==> config.mk <==
export PLATFORM = sky130hd
export DESIGN_NAME = dmem_ctrl
export DESIGN_NICKNAME = d
export VERILOG_FILES = /design/src/rtl/dmem_ctrl.sv
export SDC_FILE = /design/constraint.sdc
export NUM_CORES = 1
export LEC_CHECK = 0
export ABC_AREA = 1
export BUFFER_PORTS_ARGS = -buffer_cell sky130_fd_sc_hd__buf_2
export CORE_UTILIZATION = 25
export CTS_BUF_LIST = sky130_fd_sc_hd__clkbuf_16
export DETAILED_ROUTE_END_ITERATION = 8
export GPL_TIMING_DRIVEN = 0
export SYNTH_ARGS = -nofsm -noshare
export SYNTH_HDL_FRONTEND = slang
export SYNTH_SLANG_ARGS = --single-unit
==> constraint.sdc <==
create_clock -name clk -period 1.82 [get_ports clk]
set_clock_uncertainty 0.15 [all_clocks]
set_input_delay 0.364 -clock clk [delete_from_list [all_inputs] [get_ports clk]]
set_output_delay 0.364 -clock clk [all_outputs]
set_load 0.03 [all_outputs]
==> src/rtl/dmem_ctrl.sv <==
// ---------------------------------------------------------------------------
// dmem_ctrl -- MEM-stage data-memory controller.
//
// Turns a load/store from the MEM stage into one transaction on a simple
// word-wide, big-endian data bus. The pipeline is stalled while the access
// is outstanding. Load data is extracted and sign- or zero-extended before
// it is handed to the MEM/WB register.
//
// Ports
//   clk, rst_n           clock; synchronous active-low reset
//   mem_req/mem_we       access request / store select from the MEM stage
//   mem_op               size and signedness (LB/LH/LW/LBU/LHU, SB/SH/SW)
//   mem_addr/mem_wdata   byte address / right-justified store data
//   w_reg_*_in           write-back request arriving from EX/MEM
//   w_reg_*_out          write-back request forwarded to MEM/WB
//   stall_req            freeze the front of the pipe, bubble into MEM/WB
//   bus_req/bus_we       registered bus request and write strobe
//   bus_addr/bus_sel     registered word address and byte enables
//   bus_wdata            registered lane-replicated store data
//   bus_ack/bus_rdata    completion pulse and read word
//   bus_err              one-cycle pulse when the bus times out
//   misalign_exc         one-cycle pulse on a misaligned access
//
// Configuration
//   DMEM_MISALIGN_EXC_EN  when defined, misaligned halfword/word accesses
//                         skip the bus and raise misalign_exc. When it is
//                         undefined, the low address bits are ignored and
//                         misalign_exc is tied low.
// ---------------------------------------------------------------------------
module dmem_ctrl (
  input  logic        clk,
  input  logic        rst_n,
  input  logic        mem_req,
  input  logic        mem_we,
  input  logic [2:0]  mem_op,
  input  logic [31:0] mem_addr,
  input  logic [31:0] mem_wdata,
  input  logic [4:0]  w_reg_addr_in,
  input  logic [31:0] w_reg_data_in,
  input  logic        w_reg_en_in,
  output logic [4:0]  w_reg_addr_out,
  output logic [31:0] w_reg_data_out,
  output logic        w_reg_en_out,
  output logic        stall_req,
  output logic        bus_req,
  output logic        bus_we,
  output logic [31:0] bus_addr,
  output logic [3:0]  bus_sel,
  output logic [31:0] bus_wdata,
  input  logic        bus_ack,
  input  logic [31:0] bus_rdata,
  output logic        bus_err,
  output logic        misalign_exc
);

  typedef enum logic [1:0] {
    ST_IDLE = 2'b00,
    ST_REQ  = 2'b01,
    ST_DONE = 2'b10
  } state_t;

  state_t      state_r;
  state_t      state_nxt_s;
  logic [7:0]  tmo_r;
  logic        bus_req_r;
  logic        bus_we_r;
  logic [31:0] bus_addr_r;
  logic [3:0]  bus_sel_r;
  logic [31:0] bus_wdata_r;
  logic        bus_err_r;
  logic [31:0] load_data_r;
  logic        fail_r;       // access ended without a usable result
  logic        misalign_s;

  // Byte enables for a given size (mem_op[1:0]) and byte offset.
  // Lane 0 is the most significant byte (big-endian).
  function automatic logic [3:0] lane_sel(input logic [1:0] size,
                                          input logic [1:0] offs);
    logic [3:0] sel_v;
    case (size)
      2'b00:   sel_v = 4'b1000 >> offs;
      2'b01:   sel_v = offs[1] ? 4'b0011 : 4'b1100;
      2'b10:   sel_v = 4'b1111;
      default: sel_v = 4'b1111;
    endcase
    return sel_v;
  endfunction

  // Replicate the store datum across every lane it could land in, so the
  // byte enables alone pick the destination.
  function automatic logic [31:0] lane_wdata(input logic [1:0]  size,
                                             input logic [31:0] wdata);
    logic [31:0] data_v;
    case (size)
      2'b00:   data_v = {4{wdata[7:0]}};
      2'b01:   data_v = {2{wdata[15:0]}};
      2'b10:   data_v = wdata;
      default: data_v = wdata;
    endcase
    return data_v;
  endfunction

  // Pick the addressed byte/halfword out of the read word and extend it.
  function automatic logic [31:0] load_extract(input logic [2:0]  op,
                                               input logic [1:0]  offs,
                                               input logic [31:0] rdata);
    logic [7:0]  byte_v;
    logic [15:0] half_v;
    logic [31:0] res_v;
    case (offs)
      2'b00:   byte_v = rdata[31:24];
      2'b01:   byte_v = rdata[23:16];
      2'b10:   byte_v = rdata[15:8];
      2'b11:   byte_v = rdata[7:0];
      default: byte_v = rdata[7:0];
    endcase
    half_v = offs[1] ? rdata[15:0] : rdata[31:16];
    case (op)
      3'b000:  res_v = {{24{byte_v[7]}}, byte_v};
      3'b001:  res_v = {{16{half_v[15]}}, half_v};
      3'b010:  res_v = rdata;
      3'b100:  res_v = {24'h000000, byte_v};
      3'b101:  res_v = {16'h0000, half_v};
      default: res_v = rdata;
    endcase
    return res_v;
  endfunction

`ifdef DMEM_MISALIGN_EXC_EN
  logic misalign_exc_r;

  // Detect halfword accesses on odd bytes and word accesses off a word boundary.
  always_comb begin
    misalign_s = 1'b0;
    case (mem_op[1:0])
      2'b01:   misalign_s = mem_addr[0];
      2'b10:   misalign_s = (mem_addr[1:0] != 2'b00);
      default: misalign_s = 1'b0;
    endcase
  end

  // Exception pulse lines up with the DONE cycle of the rejected access.
  always_ff @(posedge clk) begin
    if (!rst_n) begin
      misalign_exc_r <= 1'b0;
    end else begin
      misalign_exc_r <= (state_r == ST_IDLE) && mem_req && misalign_s;
    end
  end

  assign misalign_exc = misalign_exc_r;
`else
  assign misalign_s   = 1'b0;
  assign misalign_exc = 1'b0;
`endif

  // State register.
  always_ff @(posedge clk) begin
    if (!rst_n) begin
      state_r <= ST_IDLE;
    end else begin
      state_r <= state_nxt_s;
    end
  end

  // Next-state logic. A timeout at tmo=255 only wins when no ack arrives
  // in that same cycle.
  always_comb begin
    state_nxt_s = state_r;
    case (state_r)
      ST_IDLE: begin
        if (mem_req) begin
          state_nxt_s = misalign_s ? ST_DONE : ST_REQ;
        end else begin
          state_nxt_s = ST_IDLE;
        end
      end
      ST_REQ: begin
        if (bus_ack || (tmo_r == 8'd255)) begin
          state_nxt_s = ST_DONE;
        end else begin
          state_nxt_s = ST_REQ;
        end
      end
      ST_DONE: state_nxt_s = ST_IDLE;
      default: state_nxt_s = ST_IDLE;
    endcase
  end

  // Bus side registers, timeout counter and load data latch.
  always_ff @(posedge clk) begin
    if (!rst_n) begin
      tmo_r       <= 8'd0;
      bus_req_r   <= 1'b0;
      bus_we_r    <= 1'b0;
      bus_addr_r  <= 32'h0000_0000;
      bus_sel_r   <= 4'b0000;
      bus_wdata_r <= 32'h0000_0000;
      bus_err_r   <= 1'b0;
      load_data_r <= 32'h0000_0000;
      fail_r      <= 1'b0;
    end else begin
      bus_err_r <= 1'b0;
      case (state_r)
        ST_IDLE: begin
          if (mem_req && !misalign_s) begin
            bus_req_r   <= 1'b1;
            bus_we_r    <= mem_we;
            bus_addr_r  <= {mem_addr[31:2], 2'b00};
            bus_sel_r   <= lane_sel(mem_op[1:0], mem_addr[1:0]);
            bus_wdata_r <= lane_wdata(mem_op[1:0], mem_wdata);
            tmo_r       <= 8'd0;
            fail_r      <= 1'b0;
          end else if (mem_req) begin
            fail_r <= 1'b1;
          end
        end
        ST_REQ: begin
          if (bus_ack) begin
            bus_req_r   <= 1'b0;
            load_data_r <= load_extract(mem_op, mem_addr[1:0], bus_rdata);
            fail_r      <= 1'b0;
          end else if (tmo_r == 8'd255) begin
            bus_req_r <= 1'b0;
            bus_err_r <= 1'b1;
            fail_r    <= 1'b1;
          end else begin
            tmo_r <= tmo_r + 8'd1;
          end
        end
        ST_DONE: begin
          fail_r <= fail_r;
        end
        default: begin
          bus_req_r <= 1'b0;
        end
      endcase
    end
  end

  // Stall and write-back forwarding. Loads only write back in DONE, and
  // only when the access completed normally.
  always_comb begin
    w_reg_addr_out = 5'd0;
    w_reg_data_out = 32'h0000_0000;
    w_reg_en_out   = 1'b0;
    stall_req      = 1'b0;
    if (!rst_n) begin
      stall_req = 1'b0;
    end else begin
      case (state_r)
        ST_IDLE: begin
          w_reg_addr_out = w_reg_addr_in;
          w_reg_data_out = w_reg_data_in;
          w_reg_en_out   = mem_req ? 1'b0 : w_reg_en_in;
          stall_req      = mem_req;
        end
        ST_REQ: begin
          w_reg_addr_out = w_reg_addr_in;
          w_reg_data_out = w_reg_data_in;
          w_reg_en_out   = 1'b0;
          stall_req      = mem_req;
        end
        ST_DONE: begin
          w_reg_addr_out = w_reg_addr_in;
          w_reg_data_out = mem_we ? w_reg_data_in : load_data_r;
          w_reg_en_out   = (!mem_we && !fail_r) ? w_reg_en_in : 1'b0;
          stall_req      = 1'b0;
        end
        default: begin
          stall_req = 1'b0;
        end
      endcase
    end
  end

  assign bus_req   = bus_req_r;
  assign bus_we    = bus_we_r;
  assign bus_addr  = bus_addr_r;
  assign bus_sel   = bus_sel_r;
  assign bus_wdata = bus_wdata_r;
  assign bus_err   = bus_err_r;

endmodule

==> flow_summary.ini, run 1 <==
[synth]
synth_top_cell_by_area = dfxtp_1
synth.most_common_cell = o21ai_0
yosys-top-cells-area = dfxtp_1 (39%), o21ai_0 (12%), nand2_1 (8.1%), nor2_1 (7.8%), a21oi_1 (6.8%)
synth_top_area_share = 0.3907
ys.flop_type = dfxtp_1
ys_warn_count = 0
yosys-top-cells-count = o21ai_0 (138), nand2_1 (124), nor2_1 (120)
netlist_instances = 841
syn-cell-area_sq_um = 5739
ys_seq_area_frac = 0.3907
yosysUniqueCellTypes = 38
synth_edf_count = 0
synth_seq_cells = 112
syn_avg_cell_area_sq_um = 6.824
async_flop_share = 0

[global_routing]
grt_max_degree = 21
grt_antenna_before_repair = 2
globalRouteTotalUtil = 0.1940
grt_pass1_wl_um = 34800
overflow = 0
grt_pass1_vias = 6178

[sta]
setup_viol = 38
finalMaxSlewViolations = 0
max_freq_mhz = 485.1
fin_crit_ps = 2061
rsz0062_at_grt = true
worst_pin_slew_ps = 608.7
final-hold-violation-count = 0
whs_ps = 89.74
fin_crit_sh = 1.133
slew_headroom = 0.5942
tns_ps = -7077
setup_slack_ps = -241.3

[floorplan]
die_w_um = 153.5
io_pins = 253
initial_core_util = 0.2543
fp.dieH_um = 153.5
row_count = 55
core_sq_um = 22570
die_area_sq_um = 23570

[power_and_ir_drop]
p_leak_nw = 3.998
vdd_ir_drop_max_mv = 0.4111
powerDensity_nw_per_um2 = 776.0

[placement]
dpl.cell_count = 1376
placed_area_sq_um = 7391
gp_congestion = 0.8950
io_buffer_count = 248
dp_hpwl_um = 17920

[cells_and_area]
area_delta_synth_final_pct = 46.17
final_area_sq_um = 8389
fill_cells = 2434
nNetsFinal = 1256
fin_cells = 1404
drive_above_1_share = 0.3658

[job]
maxCapViolations = 0

[detailed_routing]
drt_iter0_drc = 441
num_vias = 6660
drc = 0
routedWlPerCell_um = 16.52
antenna_left = 0
first_pass_iters = 5
vias_per_cell = 4.744
detail_route.wirelength_um = 23200

[clocking]
path_clk_slew_ps = 80
clockBufferDepth = 2
cts_made_buffers = 9
cts_root_buffer = clkbuf_16
cts_tree = built
cts_max_level = 3
clkLatencyLatePin_ps = 360
cts_sinks = 112

[hold_path]
hp-class = in -> reg

[critical_path]
cp.arrival_ps = 1550
critPathCaptureType = output port
path_max_fanout = 7
required_ps = 1310
r2r_slack_ps = 100
cp-start-kind = flop
crit_type = reg -> out

[outcome]
outcome = finished with violations
failed_checks = setup timing
[cells in the final DEF (no fill, tap or decap), drive strengths merged]
cell,instances
o21ai,149
nand2,126
nor3,8
inv,77
a22oi,2
nand3,54
xnor2,1
buf,288
or2,3
nand4,6
o2111a,1
clkinvlp,2
o22ai,1
clkinv,3
dfxtp,112
a31oi,16
conb,3
clkbuf,40
o31ai,6
xor2,1
mux2i,9
nor2,126
o21bai,4
ha,1
a21oi,79
diode,1
[critical path, cell delays in order, from the launching register on]
cell      delay, ps
dfxtp_2         340
buf_8           140
nand3_4         180
nor2_2          140
o2111a_1        230
buf_6           150
[kinds of logic (layout without fill, tap and decap cells)]
group                      after synthesis  after routing  share of synthesized area
buffers and inverters                  135            410                     0.1012
AOI/OAI and AO/OA                      258            258                     0.2442
and+or+nand+nor                        323            323                     0.2424
adders and majority gates                1              1                   0.002180
xor gates and xnor gates                 2              2                   0.003053
muxes                                    9              9                    0.01570
DFF                                    112            112                     0.3907
other                                    1              4                  0.0006534
[cell type report]
type,instances,area (sq um),area share
clock inverters,7,65.06,0.007755
well taps,285,356.6,0.04251
repair buffers,260,1544,0.1840
clock buffers,9,225.2,0.02685
multi-input cells,596,3209,0.3826
inverters,75,296.5,0.03535
diodes,1,2.502,0.0002983
flip-flops and latches,112,2252,0.2685
plain buffers,59,437.9,0.05220
[where the power goes]
group | internal (mW) | switching, mW | total, mW
Combinational | 0.612 | 1.18 | 1.79
Clock | 0.958 | 1.04 | 1.99
Sequential | 2.64 | 0.0923 | 2.73
[state kept, by name, summed over array words and instances (netlist names)]
register and flops:
bus_addr 30, bus_err 1, bus_req 1, bus_sel 4, bus_wdata 32, bus_we 1
fail_r 1, load_data_r 32, state_r 2, tmo_r 8
[repair_timing]
item | CTS | global route
gates resized for setup | 163 | 36
buffers inserted | 4 | 5
pin swaps | 25 | 9
gates cloned | 3 | 0
hold buffers | 0 | 0
hold endpoints to repair | 0 | 0
setup endpoints to repair | 39 | 99
[final timing paths]
kind / from / to / depth (start not counted)
max: state_r[1]$_SDFF_PN0_ / w_reg_en_out / 5
min: mem_addr[28] / bus_addr[28]$_SDFFE_PN0P_ / 3
max reg2reg: state_r[0]$_SDFF_PN0_ / bus_wdata[20]$_SDFFE_PN0P_ / 7
min reg2reg: bus_sel[1]$_SDFFE_PN0P_ / bus_sel[1]$_SDFFE_PN0P_ / 2
[metal layers]
layer | wire length, um | track usage
met1 | 10330 | 0.2474
met2 | 10870 | 0.3223
met3 | 1279 | 0.03213
met4 | 716 | 0.08381
met5 | 10 | 0
[stage by stage]
| stage | util | total power, mW | worst slack, ps |
|---|---|---|---|
| global placement | 0.3274 | 4.396 | -569.1 |
| CTS | 0.3662 | 6.517 | -203.5 |
| floorplan | - | 3.790 | -216.5 |
| detailed placement | 0.3274 | 4.410 | -555.8 |
| global route | 0.3717 | 6.799 | -278.4 |
| finish | 0.3717 | 6.511 | -241.3 |
Power figures use the tool's default switching activity.
==> run 2, diff against run 1 <==
--- a/config.mk
+++ b/config.mk
@@ -7,6 +7,7 @@
 export LEC_CHECK = 0
 export ABC_AREA = 1
 export BUFFER_PORTS_ARGS = -buffer_cell sky130_fd_sc_hd__buf_2
+export CORE_ASPECT_RATIO = 2
 export CORE_UTILIZATION = 25
 export CTS_BUF_LIST = sky130_fd_sc_hd__clkbuf_16
 export DETAILED_ROUTE_END_ITERATION = 8
==> run 2 against run 1 <==
Compared with the run above: the flow still finishes with violations (setup timing); critical endpoint unchanged; final cell count is 0.14% lower; largest cell class unchanged; first-iteration DRC count shrank 7.9%; via count grew 1.9%; count of clock-buffer cells in the layout is the same; die area is 0.15% higher.
==> flow_summary.ini, run 2 (synthesis results as in run 1) <==
[outcome]
outcome = finished with violations
failed_checks = setup timing

[clocking]
cts_sinks = 112
cts_tree = built
cts_made_buffers = 9
cts_max_level = 3
cts_hold_buffers = 0
clockBufferDepth = 2
cts_root_buffer = clkbuf_16
path_clk_slew_ps = 80
clkLatencyLatePin_ps = 350

[critical_path]
r2r_slack_ps = 100
cp-start-kind = flop
required_ps = 1310
cp_cell_sequence = buf_8, nand3_4, nor2_2, o2111a_1, buf_6
critPathCaptureType = output port
rr_startpoint = state_r[0]$_SDFF_PN0_
reg2reg_to = tmo_r[7]$_SDFFE_PN0P_
crit_type = reg -> out
cp.arrival_ps = 1540
path_max_fanout = 7
reg2regPathDepth = 9
cpPeakStageDelay_ps = 350
cp_slowest_cell = dfxtp_2

[detailed_routing]
num_vias = 6789
detail_route.wirelength_um = 24470
first_pass_iters = 5
drt_iter0_drc = 406
routedWlPerCell_um = 17.45
antenna_left = 0
drc = 0
vias_per_cell = 4.842

[sta]
rsz0062_at_grt = true
final-hold-violation-count = 0
setup_viol = 38
fin_crit_sh = 1.127
worst_pin_slew_ps = 553.3
max_freq_mhz = 487.5
fin_crit_ps = 2051
slew_headroom = 0.6311
setup_slack_ps = -231.1
tns_ps = -6374
finalMaxSlewViolations = 0
whs_ps = 108.1

[placement]
io_buffer_count = 248
dp_hpwl_um = 19580
gp_congestion = 0.9615
placed_area_sq_um = 7385

[global_routing]
met1_usage = 0.2118
grt_max_degree = 20
globalRouteTotalUtil = 0.2060
grt_antenna_before_repair = 5
use_met2 = 0.3822
overflow = 0
met3_usage = 0.02496
grt_pass1_wl_um = 36030
busiest_layer = met2
grt_pass1_vias = 6524

[cells_and_area]
nNetsFinal = 1256
area_delta_synth_final_pct = 46.68
drive_above_1_share = 0.3605
final_common_cell = buf_2
layout_common_cells = buf_2 (227), nand2_1 (120), nor2_1 (117)
final_area_sq_um = 8418

[floorplan]
fp.dieH_um = 216.3
io_pins = 253
row_count = 78
die_area_sq_um = 23600
core_sq_um = 22640
initial_core_util = 0.2535
die_w_um = 109.1

[hold_path]
hold_depth = 3
worstHoldEndpoint = bus_addr[11]$_SDFFE_PN0P_
hp-class = in -> reg
min_from = mem_addr[11]

[power_and_ir_drop]
powerDensity_nw_per_um2 = 769.1
p_leak_nw = 3.994
vdd_ir_drop_max_mv = 0.4204

[job]
maxCapViolations = 0
[run 2: cell count changes in the layout (fill, tap and decap cells not counted), moves of 3 or more]
cell     before  now
diode_2       1    4
o21ai_2      20   17
o21ai_0     114  111
o21ai_1       6   10
[run 2: worst max-delay path, delay by kind of cell, from the launching register on]
| kind | cells | cell delay [ps] |
|---|---|---|
| AO/OA/AOI/OAI | 1 | 250 |
| buffers and inverters | 2 | 290 |
| flip-flops | 1 | 350 |
| AND/OR/NAND/NOR | 2 | 300 |
[run 2: cell type report]
cell class	count	area, sq um
Antenna cell	4	10.01
Buffer	59	436.7
Clock buffer	9	225.2
Clock inverter	7	57.56
Fill cell	2470	14220
Inverter	75	302.8
Multi-Input combinational cell	596	3232
Sequential cell	112	2248
Tap cell	280	350.3
Timing Repair Buffer	260	1555
[run 2: worst max path at each step]
stage | startpoint | end | depth (start not counted)
floorplan | state_r[0]$_SDFF_PN0_ | w_reg_data_out[0] | 4
global placement | rst_n | w_reg_data_out[13] | 6
detailed placement | rst_n | w_reg_en_out | 5
CTS | state_r[1]$_SDFF_PN0_ | w_reg_data_out[3] | 5
global route | state_r[1]$_SDFF_PN0_ | w_reg_data_out[3] | 5
finish | state_r[1]$_SDFF_PN0_ | w_reg_en_out | 5
[run 2: power breakdown]
| group | internal [mW] | switching, mW | leakage (nW) | total (mW) |
|---|---|---|---|---|
| Sequential | 2.64 | 0.0981 | 0.924 | 2.73 |
| Clock | 0.947 | 0.999 | 0.134 | 1.95 |
| Combinational | 0.613 | 1.18 | 2.94 | 1.79 |
[run 2: timing repair]
item | in CTS | in global routing
setup endpoints to repair | 41 | 73
resized for setup | 165 | 32
cloned | 3 | 0
setup buffers | 5 | 4
pin swaps | 24 | 7
[run 2: per-layer routing]
metal,vias up,wire length [um]
met1,3126,8889
met4,2,1281
met3,61,1257
met2,263,13030
li1,3337,-
met5,-,8
[run 2: through the flow]
step	utilization	instances	setup WS [ps]	power (mW)
after global placement	0.3261	1371	-644.5	4.410
after floorplan	-	843	-216.5	3.790
after detailed placement	0.3261	1371	-633.3	4.426
final	0.3718	1402	-231.1	6.474
after global routing	0.3718	1402	-261.0	6.790
after CTS	0.3655	1394	-215.4	6.498
==> run 3, diff against run 2 <==
--- a/config.mk
+++ b/config.mk
@@ -7,11 +7,14 @@
 export LEC_CHECK = 0
 export ABC_AREA = 1
 export BUFFER_PORTS_ARGS = -buffer_cell sky130_fd_sc_hd__buf_2
+export CELL_PAD_IN_SITES_DETAIL_PLACEMENT = 1
+export CELL_PAD_IN_SITES_GLOBAL_PLACEMENT = 1
 export CORE_ASPECT_RATIO = 2
 export CORE_UTILIZATION = 25
 export CTS_BUF_LIST = sky130_fd_sc_hd__clkbuf_16
 export DETAILED_ROUTE_END_ITERATION = 8
 export GPL_TIMING_DRIVEN = 0
+export PLACE_DENSITY_LB_ADDON = 0.1
 export SYNTH_ARGS = -nofsm -noshare
 export SYNTH_HDL_FRONTEND = slang
 export SYNTH_SLANG_ARGS = --single-unit
==> run 3 against run 2 <==
Compared with the run above: sequential cell count unchanged; die area did not move; the flow still finishes with violations (setup timing); critical endpoint unchanged; register-to-register slack got worse by 110 ps; worst hold slack worse by 23 ps; sequential share of layout area down 0.46 points; core utilization is 0.72 points higher; combinational power grew 6%; via count grew 1.6%; fmax is 0.69% lower; wire length increased by 14%; clock power about the same; largest cell class unchanged; power grew 1.9%.
==> flow_summary.ini, run 3 (synthesis results as in run 1) <==
[sta]
setup_viol = 39
max_freq_mhz = 484.2
rsz0062_at_grt = true
tns_ps = -7458
final-hold-violation-count = 0
fin_crit_ps = 2065
worst_pin_slew_ps = 702.0
fin_crit_sh = 1.135
slew_headroom = 0.5320
setup_slack_ps = -245.4
finalMaxSlewViolations = 0

[clocking]
clkLatencyLatePin_ps = 380
cts_root_buffer = clkbuf_16
clockBufferDepth = 2
cts_max_level = 3
cts_hold_buffers = 0
cts_sinks = 112
cts_tree = built
cts_made_buffers = 9
path_clk_slew_ps = 70

[power_and_ir_drop]
powerDensity_nw_per_um2 = 769.0
power.total_mw = 6.599
vdd_ir_drop_max_mv = 0.5617
p_leak_nw = 4.080

[floorplan]
row_count = 78
io_pins = 253
fp.dieH_um = 216.3
die_w_um = 109.1
core_sq_um = 22640
initial_core_util = 0.2535
die_area_sq_um = 23600

[cells_and_area]
final_common_cell = buf_2
area_delta_synth_final_pct = 49.51
drive_above_1_share = 0.3813
layout_common_cells = buf_2 (219), nand2_1 (120), nor2_1 (114)
nNetsFinal = 1263

[critical_path]
crit_type = reg -> out
critPathCaptureType = output port
cpPeakStageDelay_ps = 350
required_ps = 1310
cp-start-kind = flop
cp.arrival_ps = 1550
path_max_fanout = 7
cp_cell_sequence = buf_12, nand3_4, nor2_2, o2111a_1, buf_6
cp_slowest_cell = dfxtp_2

[detailed_routing]
routedWlPerCell_um = 19.83
drc = 0
first_pass_iters = 4
antenna_left = 0
detail_route.wirelength_um = 27890
vias_per_cell = 4.908
drt_iter0_drc = 156
num_vias = 6900

[outcome]
failed_checks = setup timing
outcome = finished with violations

[global_routing]
grt_antenna_before_repair = 2
globalRouteTotalUtil = 0.2373
overflow = 0
grt_pass1_vias = 7331
grt_pass1_wl_um = 40790
grt_max_degree = 19

[placement]
dp_slack_ps = -688.5
gp_congestion = 0.8416
dp_hpwl_um = 21990
io_buffer_count = 248

[job]
maxCapViolations = 0

[hold_path]
hp-class = in -> reg
## run 3: path summary, 6_finish.rpt
| path | from | to | slack (ps) | cells after the start |
|---|---|---|---|---|
| max | state_r[1]$_SDFF_PN0_ | w_reg_en_out | -250 | 5 |
| min | mem_addr[26] | bus_addr[26]$_SDFFE_PN0P_ | 90 | 3 |
| max reg2reg | state_r[1]$_SDFF_PN0_ | load_data_r[9]$_SDFFE_PN0P_ | -10 | 9 |
| min reg2reg | bus_sel[1]$_SDFFE_PN0P_ | bus_sel[1]$_SDFFE_PN0P_ | 300 | 2 |
## run 3: where the power goes
group	switching [mW]	internal (mW)
registers	0.0985	2.64
logic	1.24	0.664
clock network	1.03	0.932
total	2.37	4.23
## run 3: worst max-delay path, delay by kind of cell (launching register included)
family / cells / cell delay, ps
AOI/OAI and AO/OA: 1 / 280
DFF: 1 / 350
and+or+nand+nor: 2 / 260
buffers and inverters: 2 / 300
## run 3: metrics by stage
step                      cells  hold slack (ps)  cell area (sq um)  utilization
final                      1406            85.08               8581       0.3790
after floorplan             843            304.4               5793            -
after global placement     1371            283.5               7385       0.3261
after global routing       1406            95.04               8581       0.3790
after CTS                  1394            84.72               8235       0.3637
after detailed placement   1371            293.1               7385       0.3261
## run 3: timing repair
action	4_1_cts	5_1_grt
setup buffers	4	12
cloned	3	0
gates resized for setup	163	100
pin swaps	29	17
endpoints found under the setup margin	55	90
## run 3: layout make-up
class,count,area [sq um]
Inverter,75,304.0
Antenna cell,1,2.502
Buffer,59,490.5
Clock inverter,7,47.55
Tap cell,280,350.3
Fill cell,2904,14060
Timing Repair Buffer,267,1625
Multi-Input combinational cell,596,3283
Clock buffer,9,225.2
Sequential cell,112,2252
## run 3: metal layers
layer  vias up  wire length [um]  track usage
li1       3340                 -            -
met1      3259              9284       0.2100
met2       229             15350       0.4660
met3        70              1318      0.03789
met4         2              1922       0.1586
met5         -                 8            0
